[src/rtl/spu_lite_pkg.sv]
`default_nettype none
// ============================================================================
// Module      : spu_lite_pkg
// Description : Shared types and constants for the SPU_Lite fetch front end.
//               INSTR_W / PAIR_W size the instruction words, IMEM_ADDR_W is
//               the byte-address width of the instruction memory, and
//               fetch_entry_t is one buffered instruction pair.
// Revision    : 1.0 - initial release
// ============================================================================
package spu_lite_pkg;

  localparam int INSTR_W     = 32;
  localparam int PAIR_W      = 64;
  localparam int IMEM_ADDR_W = 10;

  typedef enum logic [1:0] {
    IDLE  = 2'd0,
    RUN   = 2'd1,
    FLUSH = 2'd2,
    HALT  = 2'd3
  } fetch_state_t;

  typedef struct packed {
    logic [0:INSTR_W-1]     instr0;
    logic [0:INSTR_W-1]     instr1;
    logic [0:IMEM_ADDR_W-1] pc;
    logic                   slot0_vld;
  } fetch_entry_t;

endpackage
`default_nettype wire

[src/rtl/spu_fetch_fifo.sv]
`default_nettype none
// ============================================================================
// Module      : spu_fetch_fifo
// Description : Instruction-pair buffer holding fetch_entry_t records.
//               Push and pop may occur in the same cycle; clear empties the
//               buffer synchronously and takes priority over push/pop.
// Ports       : clk, reset (async, active-high), clear, push, push_data,
//               pop, head (entry at read pointer), count (occupancy)
// Revision    : 1.0 - initial release
// ============================================================================
module spu_fetch_fifo
  import spu_lite_pkg::*;
#(
  parameter int FIFO_DEPTH = 4
) (
  input  logic                        clk,
  input  logic                        reset,
  input  logic                        clear,
  input  logic                        push,
  input  fetch_entry_t                push_data,
  input  logic                        pop,
  output fetch_entry_t                head,
  output logic [$clog2(FIFO_DEPTH):0] count
);

  localparam int PW = $clog2(FIFO_DEPTH);

  fetch_entry_t  r_mem [FIFO_DEPTH];
  logic [PW-1:0] r_wr_ptr;
  logic [PW-1:0] r_rd_ptr;
  logic [PW:0]   r_count;

  // Storage is not reset; validity is carried entirely by r_count.
  always_ff @(posedge clk) begin
    if (push && !clear) begin
      r_mem[r_wr_ptr] <= push_data;
    end
  end

  always_ff @(posedge clk or posedge reset) begin
    if (reset) begin
      r_wr_ptr <= '0;
      r_rd_ptr <= '0;
      r_count  <= '0;
    end else if (clear) begin
      r_wr_ptr <= '0;
      r_rd_ptr <= '0;
      r_count  <= '0;
    end else begin
      if (push) r_wr_ptr <= r_wr_ptr + 1'b1;
      if (pop)  r_rd_ptr <= r_rd_ptr + 1'b1;
      case ({push, pop})
        2'b10:   r_count <= r_count + 1'b1;
        2'b01:   r_count <= r_count - 1'b1;
        default: r_count <= r_count;
      endcase
    end
  end

  assign head  = r_mem[r_rd_ptr];
  assign count = r_count;

endmodule
`default_nettype wire

[src/rtl/spu_fetch_ctrl.sv]
`default_nettype none
// ============================================================================
// Module      : spu_fetch_ctrl
// Description : SPU_Lite instruction-fetch sequencer. Issues 8-byte aligned
//               fetches to a 1-cycle-latency instruction memory, buffers the
//               returned pairs and hands them to issue via valid/ready.
//               Handles branch redirect (flush) and halt.
// Ports       : clk, reset (async, active-high)
//               imem_req/imem_addr/imem_rdata  - instruction memory side
//               pair_valid/pair_instr0/pair_instr1/pair_slot0_vld/pair_pc,
//               pair_ready                     - issue side
//               branch_taken/branch_target     - redirect
//               halt                           - stop fetching
// Options     : FETCH_STATS_EN adds fetch_stall_cnt, a saturating count of
//               RUN cycles in which fetch was blocked by buffer credit.
// Revision    : 1.0 - initial release
// ============================================================================
module spu_fetch_ctrl
  import spu_lite_pkg::*;
#(
  parameter int ADDR_W     = 10,
  parameter int FIFO_DEPTH = 4
) (
  input  logic              clk,
  input  logic              reset,
  output logic              imem_req,
  output logic [0:ADDR_W-1] imem_addr,
  input  logic [0:PAIR_W-1] imem_rdata,
  output logic              pair_valid,
  output logic [0:INSTR_W-1] pair_instr0,
  output logic [0:INSTR_W-1] pair_instr1,
  output logic              pair_slot0_vld,
  output logic [0:ADDR_W-1] pair_pc,
  input  logic              pair_ready,
  input  logic              branch_taken,
  input  logic [0:ADDR_W-1] branch_target,
  input  logic              halt
`ifdef FETCH_STATS_EN
  ,
  output logic [0:31]       fetch_stall_cnt
`endif
);

  localparam int CW = $clog2(FIFO_DEPTH);

  fetch_state_t      r_state;
  fetch_state_t      w_next;
  logic [0:ADDR_W-1] r_fetch_pc;
  logic [0:ADDR_W-1] r_resp_pc;
  logic              r_resp_slot0;
  logic              r_inflight;
  logic              r_odd_pending;

  fetch_entry_t      w_head;
  fetch_entry_t      w_push_data;
  logic [CW:0]       w_count;
  logic [CW+1:0]     w_need;
  logic              w_active;
  logic              w_branch;
  logic              w_valid;
  logic              w_pop;
  logic              w_push;
  logic              w_credit;
  logic              w_req;

  assign w_active = (r_state == RUN) || (r_state == FLUSH);
  assign w_branch = w_active && branch_taken;
  assign w_valid  = (w_count != '0);
  assign w_pop    = w_valid && pair_ready && !w_branch;
  // A response landing in FLUSH belongs to the abandoned stream.
  assign w_push   = r_inflight && !w_branch && (r_state != FLUSH);

  // Occupancy after this cycle if a new request were issued now; the pop
  // in this cycle frees its slot immediately.
  assign w_need   = (CW+2)'(w_count) + (CW+2)'(r_inflight) + (CW+2)'(1)
                  - (CW+2)'(w_pop);
  assign w_credit = (w_need <= (CW+2)'(FIFO_DEPTH));
  assign w_req    = w_active && !w_branch && !halt && w_credit;

  always_comb begin
    w_next = r_state;
    case (r_state)
      IDLE:       w_next = RUN;
      RUN, FLUSH: begin
        if (halt)          w_next = HALT;
        else if (w_branch) w_next = r_inflight ? FLUSH : RUN;
        else               w_next = RUN;
      end
      HALT:       w_next = HALT;
      default:    w_next = IDLE;
    endcase
  end

  always_ff @(posedge clk or posedge reset) begin
    if (reset) begin
      r_state       <= IDLE;
      r_fetch_pc    <= '0;
      r_resp_pc     <= '0;
      r_resp_slot0  <= 1'b0;
      r_inflight    <= 1'b0;
      r_odd_pending <= 1'b0;
    end else begin
      r_state    <= w_next;
      r_inflight <= w_req;
      if (w_branch) begin
        r_fetch_pc    <= branch_target & ~ADDR_W'(7);
        r_odd_pending <= branch_target[ADDR_W-3];
      end else if (w_req) begin
        r_resp_pc     <= r_fetch_pc;
        r_resp_slot0  <= !r_odd_pending;
        r_fetch_pc    <= r_fetch_pc + ADDR_W'(8);
        r_odd_pending <= 1'b0;
      end
    end
  end

  always_comb begin
    w_push_data           = '0;
    w_push_data.instr0    = imem_rdata[0:INSTR_W-1];
    w_push_data.instr1    = imem_rdata[INSTR_W:PAIR_W-1];
    w_push_data.pc        = IMEM_ADDR_W'(r_resp_pc);
    w_push_data.slot0_vld = r_resp_slot0;
  end

  spu_fetch_fifo #(
    .FIFO_DEPTH (FIFO_DEPTH)
  ) u_fifo (
    .clk       (clk),
    .reset     (reset),
    .clear     (w_branch),
    .push      (w_push),
    .push_data (w_push_data),
    .pop       (w_pop),
    .head      (w_head),
    .count     (w_count)
  );

  assign imem_req       = w_req;
  assign imem_addr      = w_req ? r_fetch_pc : '0;
  assign pair_valid     = w_valid;
  // Head fields are masked so stale storage never shows on the outputs.
  assign pair_instr0    = w_valid ? w_head.instr0 : '0;
  assign pair_instr1    = w_valid ? w_head.instr1 : '0;
  assign pair_slot0_vld = w_valid && w_head.slot0_vld;
  assign pair_pc        = w_valid ? ADDR_W'(w_head.pc) : '0;

`ifdef FETCH_STATS_EN
  logic [0:31] r_stall_cnt;

  always_ff @(posedge clk or posedge reset) begin
    if (reset) begin
      r_stall_cnt <= '0;
    end else if ((r_state == RUN) && !w_branch && !halt && !w_credit
                 && (r_stall_cnt != '1)) begin
      r_stall_cnt <= r_stall_cnt + 32'd1;
    end
  end

  assign fetch_stall_cnt = r_stall_cnt;
`endif

endmodule
`default_nettype wire
[config.mk]
export PLATFORM = sky130hd
export DESIGN_NAME = spu_fetch_ctrl
export DESIGN_NICKNAME = d
export VERILOG_FILES = /design/src/rtl/spu_lite_pkg.sv /design/src/rtl/spu_fetch_fifo.sv /design/src/rtl/spu_fetch_ctrl.sv
export SDC_FILE = /design/constraint.sdc
export NUM_CORES = 1
export LEC_CHECK = 0
export BUFFER_PORTS_ARGS = -buffer_cell sky130_fd_sc_hd__buf_2
export CAP_MARGIN = 10
export CORE_UTILIZATION = 50
export CTS_CLUSTER_SIZE = 28
export DETAILED_ROUTE_END_ITERATION = 12
export GPL_ROUTABILITY_DRIVEN = 0
export HOLD_SLACK_MARGIN = 0.03
export PLACE_DENSITY = 0.78
export SETUP_SLACK_MARGIN = 0.2
export SLEW_MARGIN = 20
export SYNTH_ARGS = -nofsm -noshare
export SYNTH_HDL_FRONTEND = slang
export SYNTH_SLANG_ARGS = --single-unit
[constraint.sdc]
create_clock -name clk -period 3.17 [get_ports clk]
set_input_delay 0 -clock clk [delete_from_list [all_inputs] [get_ports clk]]
set_output_delay 0 -clock clk [all_outputs]
set_load 0.02 [all_outputs]
; Word level (Yosys, flattened, before mapping)
; Memory sizes are Yosys's and may differ from the RTL's.
; Cells that the tools add are included.
[op_classes]
bitwise_logic = 1
muxes = 20
n_reduce_logical = 22
n_eq_ne = 6
n_lt_le_gt_ge = 1
addsub = 8
[op_table]
columns = cell, n
row1 = $mux W32, 2
row2 = $mux W10, 4
row3 = $mux W2, 7
row4 = $add A10 B4 Y10 const B, 1
row5 = $logic_and A1 B1 Y1, 10
row6 = $eq A2 B2 Y1 const B, 3
row7 = $pmux W2 S3, 1
row8 = $pmux W3 S2, 1
row9 = $reduce_bool A2 Y1, 3
row10 = $reduce_bool A3 Y1, 2
row11 = $add A2 B1 Y2 const B, 2
row12 = $add A3 B1 Y4, 1
row13 = $add A4 B1 Y4 const B, 1
row14 = $eq A2 B1 Y1 const B, 2
row15 = $le A4 B3 Y1 const B, 1
row16 = $mux W1, 4
row17 = $sub A4 B1 Y4, 1
row18 = $add A3 B1 Y3 const B, 1
row19 = $logic_not A1 Y1, 3
row20 = $mux W3, 1
row21 = $sub A3 B1 Y3 const B, 1
row22 = $logic_not A2 Y1, 1
row23 = $ne A2 B2 Y1 const B, 1
row24 = $reduce_and A2 Y1, 1
row25 = other kinds (3), 3
[word_totals]
output_inout_bits = 87
input_bits = 79
wordCells = 68
memories = 1
reg_bits = 32
ramBits = 300
[memory_table]
columns = name, depth, width, rd, rd_clocked_by_memory_dff, wr, line
row1 = u_fifo.r_mem, 4, 75, 1, 0, 1, spu_fetch_fifo.sv:28  ; fetch_entry_t r_mem [FIFO_DEPTH];

; Longest topological paths before layout
[depth]
ltp_word = 10
ltp_mapped = 14
depth_no_buf = 12

; Cells and area by module
; Synthesis repeated with hierarchy kept, for this count alone.
[unflattened]
cells_unflattened = 620
hier_area_um2 = 12824.8
[modules_own_cells]
columns = module, cells_each, area_each_um2, instances, seq_area_each_um2
row1 = spu_fetch_fifo, 434, 11282.1, 1, 9183.8
row2 = spu_fetch_ctrl, 186, 1542.7, 1, 475.5

; Worst setup path after synthesis
; Ideal clock, no wire load.
[synth_timing]
path_type = register -> register
startpoint = register r_state[0]
endpoint = memory u_fifo.r_mem[0][0] (netlist name), enable pin
t_required_ns = 2.732
arrival_time_ns = 2.852
setup_ns = 0.438
path_stages_with_launch = 6
path_slack_ns = -0.120
cell_sequence = dfrtp_1 -> inv_1 -> ha_1 -> nand2_1 -> clkbuf_1 -> and3_1
[synth_between]
elab_chain_len = 9
elab_cells_between_ends = 11
classes_between = eq/ne (3) / mux (2) / reduce/logical (6)
[synth_rtl]
columns = element, line
row1 = from (decl), spu_fetch_ctrl.sv:46  ; fetch_state_t r_state;
row2 = from (signal assigned), spu_fetch_ctrl.sv:103  ; r_state <= w_next;
row3 = $eq A2 B1 Y1 / $eq A2 B2 Y1 (equally long branches), spu_fetch_ctrl.sv:66  ; assign w_active = (r_state == RUN) || (r_state == FLUSH);
row4 = $logic_or A1 B1 Y1, spu_fetch_ctrl.sv:66
row5 = $logic_and A1 B1 Y1, spu_fetch_ctrl.sv:67  ; assign w_branch = w_active && branch_taken;
row6 = $logic_not A1 Y1, "spu_fetch_fifo.sv:35, spu_fetch_ctrl.sv:71"
row7 = $logic_and A1 B1 Y1 (2 in series), spu_fetch_ctrl.sv:71  ; assign w_push = r_inflight && !w_branch && (r_state != FLUSH);
row8 = $logic_and A1 B1 Y1 *, spu_fetch_fifo.sv:35  ; if (push && !clear) begin
row9 = $mux W1 *, spu_fetch_fifo.sv:35
row10 = $mux W1 (implied by the code) *, spu_fetch_fifo.sv:36  ; r_mem[r_wr_ptr] <= push_data;
row11 = to (decl), spu_fetch_fifo.sv:28
; Every way passes the cells marked *; elsewhere a longest branch is shown, timed or not.

; Final worst setup path
[layout_timing]
startpoint = register r_state[0]
endpoint = output port imem_addr[3] (netlist name)
[layout_between]
elab_chain_len = 9
elab_cells_between_ends = 12
classes_between = add/sub (1) / order compare (1) / eq/ne (2) / mux (1) / reduce/logical (7)
[layout_rtl]
columns = element, line
row1 = $eq A2 B1 Y1 / $eq A2 B2 Y1 (equally long branches), spu_fetch_ctrl.sv:66
row2 = $logic_or A1 B1 Y1 *, spu_fetch_ctrl.sv:66
row3 = $logic_and A1 B1 Y1, spu_fetch_ctrl.sv:67
row4 = $logic_not A1 Y1, "spu_fetch_ctrl.sv:69, spu_fetch_ctrl.sv:78"
row5 = $logic_and A1 B1 Y1, spu_fetch_ctrl.sv:69  ; assign w_pop = w_valid && pair_ready && !w_branch;
row6 = $sub A4 B1 Y4, spu_fetch_ctrl.sv:76  ; - (CW+2)'(w_pop);
row7 = $le A4 B3 Y1, spu_fetch_ctrl.sv:77  ; assign w_credit = (w_need <= (CW+2)'(FIFO_DEPTH));
row8 = $logic_and A1 B1 Y1 *, spu_fetch_ctrl.sv:78  ; assign w_req = w_active && !w_branch && !halt && w_credit;
row9 = $mux W10 *, spu_fetch_ctrl.sv:139  ; assign imem_addr = w_req ? r_fetch_pc : '0;
row10 = to (decl), spu_fetch_ctrl.sv:27  ; output logic [0:ADDR_W-1] imem_addr,
; Marked as above.

==> results_dict.tcl <==
set metrics [dict create \
    ant_nets 0 \
    nNetsFinal 967 \
    netlist_area_sq_um 12300 \
    ys_warn_count 0 \
    syn_inst 606 \
    crit_top_cell "ha_4" \
    routed_via_density 5.29 \
    max_stage_delay_ps 390 \
    max-vdd-ir-drop_uv 715 \
    async_flop_share_pct 8.28 \
    die_y_um 159 \
    worstSetupStartpointType "flop" \
    dp.cells 1077 \
    fin_crit_sh_pct 90.6 \
    io_buffers 157 \
    stdcell_count 1226 \
    cap_violations 0 \
    rsz0062_at_grt "false" \
    drive_gt1_share_pct 36.8 \
    tns_ps 0 \
    core-area_sq_um 24200 \
    grt_pass1_vias 6981 \
    synth.avg_cell_area_sq_um 20.3 \
    fin_skew_ps 9.63 \
    fillers 1623 \
    syn_to_final_growth_pct 27.9 \
    worst_slack_ps 298 \
    avgRoutedWirePerCell_um 19.2 \
    numCtsBuffers 34 \
    yosysTopAreaCell "edfxtp_1" \
    cts-root-buf "clkbuf_16" \
    antenna_found_initial 1 \
    synth_seq_cells 314 \
    tritoncts "yes" \
    overflow 0 \
    drc 0 \
    holdWs_ps 157 \
    cp.arrival_ps 2870 \
    place_ws_ps 312 \
    vias 6482 \
    powerDensity_nw_per_um2 823 \
    clk_pin_slew_ps 60 \
    ys_seq_area_share_pct 75.6 \
    min_period_ps 2870 \
    synth_top_area_share_pct 70.3 \
    slew_headroom_pct 36.3 \
    dr.first_iter.drc_count 381 \
    synth_area_leaders "edfxtp_1, mux4_2, dfrtp_1" \
    hold_path_class "input port to asynchronous set/reset pin" \
    hold_violations 0 \
    synth-main-ff-cell "edfxtp_1" \
    outcome "finished, final reports clean" \
    first_pass_iters 5 \
    drt_wl_total_um 23600 \
    critical-path-top-delay-family "adder cells" \
    fp.dieW_um 159 \
    dieArea_sq_um 25200 \
    final_common_cell "edfxtp_1" \
    crit_slowest_cell "dfrtp_1" \
    finalMaxSlewViolations 0 \
    p_leak_nw 5.68 \
    grt_start_max_net_pins 76 \
    htree_levels 2 \
    critPathRequiredTime_ps 3170 \
    finalSetupViolCount 0 \
    ioPinCount 166 \
    initial_core_util_pct 50.7 \
    cp_cell_sequence "inv_2 > ha_4 > nand2_4 > nand3_4 > fa_2 > ha_4 > ha_4 > nand2b_4 > nand3_4 > inv_4 > buf_8 > and2_4 > buf_4" \
    clk_latency_ps 490 \
    cts_sinks 314 \
    worstSetupEndpointType "primary output" \
    clockBufferDepth 3 \
    max_freq_mhz 348 \
    path_buf_inv 4 \
    critical_path_class "flop to primary output" \
    dp.final_hpwl_um 13500 \
    rows 57 \
    grt_usage_pct 19.2 \
    grt_pass1_wl_um 37400 \
    synth_cell_types 36 \
    worst_slew_pin_slew_ps 950 \
    worst-path-max-fanout 11 \
    synth_edf_count 288 \
    final_cell_mix "edfxtp_1, buf_2, dlygate4sd3_1, and2_1, mux4_2" \
]
state kept, by name, indices dropped and copies added (netlist names):
name             count
r_state              2
r_odd_pending        1
r_resp_pc            7
u_fifo.r_rd_ptr      2
u_fifo.count         3
r_fetch_pc           7
r_inflight           1
u_fifo.r_mem       288
u_fifo.r_wr_ptr      2
r_resp_slot0         1
worst register-to-register path: stages, from the launching register on:
cell	delay, ps
dfrtp_1	390
inv_2	80
ha_4	220
nand2_4	70
nand3_4	80
fa_2	380
ha_4	170
ha_4	270
nand2b_4	140
nand4_1	100
xor2_1	160
o21ai_0	160
dlygate4sd3_1	590
cells in the mapped netlist (2+ instances only):
master    count
edfxtp_1    288
and2_1       81
mux4_2       72
dfrtp_1      26
clkbuf_1     14
nand2_1      14
ha_1         11
nor2_1       11
buf_2        10
inv_1         8
a21o_1        7
buf_4         7
o21ai_0       7
nand3_1       6
and3_1        5
buf_1         5
xor2_1        5
a21oi_1       3
or3_1         3
xnor2_1       3
a31oi_1       2
fa_1          2
nand2b_1      2
nand4_1       2
power by group:
group	internal (W)	total (W)	switching [W]
combinational	0.00171	0.00366	0.00195
sequential	0.00501	0.00535	0.000337
clock	0.00246	0.00394	0.00148
total	0.00918	0.0129	0.00377
what timing repair did:
item                                    in CTS  in global routing
pin swaps                                    1                  0
endpoints found under the setup margin       8                 10
setup buffers                                4                  3
gates resized for setup                     13                 17
hold buffers                                79                  0
endpoints found under the hold margin      295                  0
stage by stage:
| stage | total power (W) | cell area, sq um | util [%] |
|---|---|---|---|
| floorplan | 0.00773 | 12400 | - |
| global placement | 0.00880 | 13600 | 56.2 |
| detailed placement | 0.00884 | 13600 | 56.2 |
| CTS | 0.0130 | 15600 | 64.5 |
| global route | 0.0135 | 15700 | 64.9 |
| finish | 0.0129 | 15700 | 64.9 |
logic make-up after synthesis:
logic type	after synthesis	share of synthesized area, %
flip-flops	314	75.6
AND/OR/NAND/NOR	129	6.13
multiplexers	74	13.4
buffers and inverters	44	1.66
AO/OA/AOI/OAI	23	1.19
adder cells (fa/ha/maj)	13	1.44
XOR/XNOR	8	0.570
other	1	0.0305
final timing paths:
check,slack [ps],endpoint,start,cells after the start
min in group clk,260,r_odd_pending$_DFFE_PP0P_,branch_target[7],4
max,300,imem_addr[3],r_state[0]$_DFF_PP0_,13
min reg2reg,470,r_resp_slot0$_DFFE_PP0P_,r_odd_pending$_DFFE_PP0P_,1
max reg2reg,310,r_fetch_pc[3]$_DFFE_PP0P_,r_state[0]$_DFF_PP0_,12
max in group asynchronous,2500,u_fifo.r_rd_ptr[0]$_DFFE_PP0P_,reset,3
min,160,r_resp_pc[5]$_DFFE_PP0P_,reset,3
routing by layer:
layer	global-route usage (%)	wire [um]	vias to the layer above
met5	0	0	-
met4	4.55	302	0
met3	3.87	1200	30
met2	32.1	11900	193
met1	25.9	10200	3336
li1	-	-	2923
final cells by class:
| type | count | area, sq um | area share, % |
|---|---|---|---|
| tap | 324 | 405 | 2.58 |
| inverter | 8 | 32.5 | 0.207 |
| clock buffer | 54 | 1020 | 6.48 |
| clock inverter | 8 | 121 | 0.771 |
| sequential | 314 | 9310 | 59.2 |
| timing repair buffer | 264 | 1900 | 12.1 |
| antenna | 1 | 2.50 | 0.0159 |
| multi-input combinational | 253 | 2940 | 18.7 |
(Power assumes the default switching activity.)
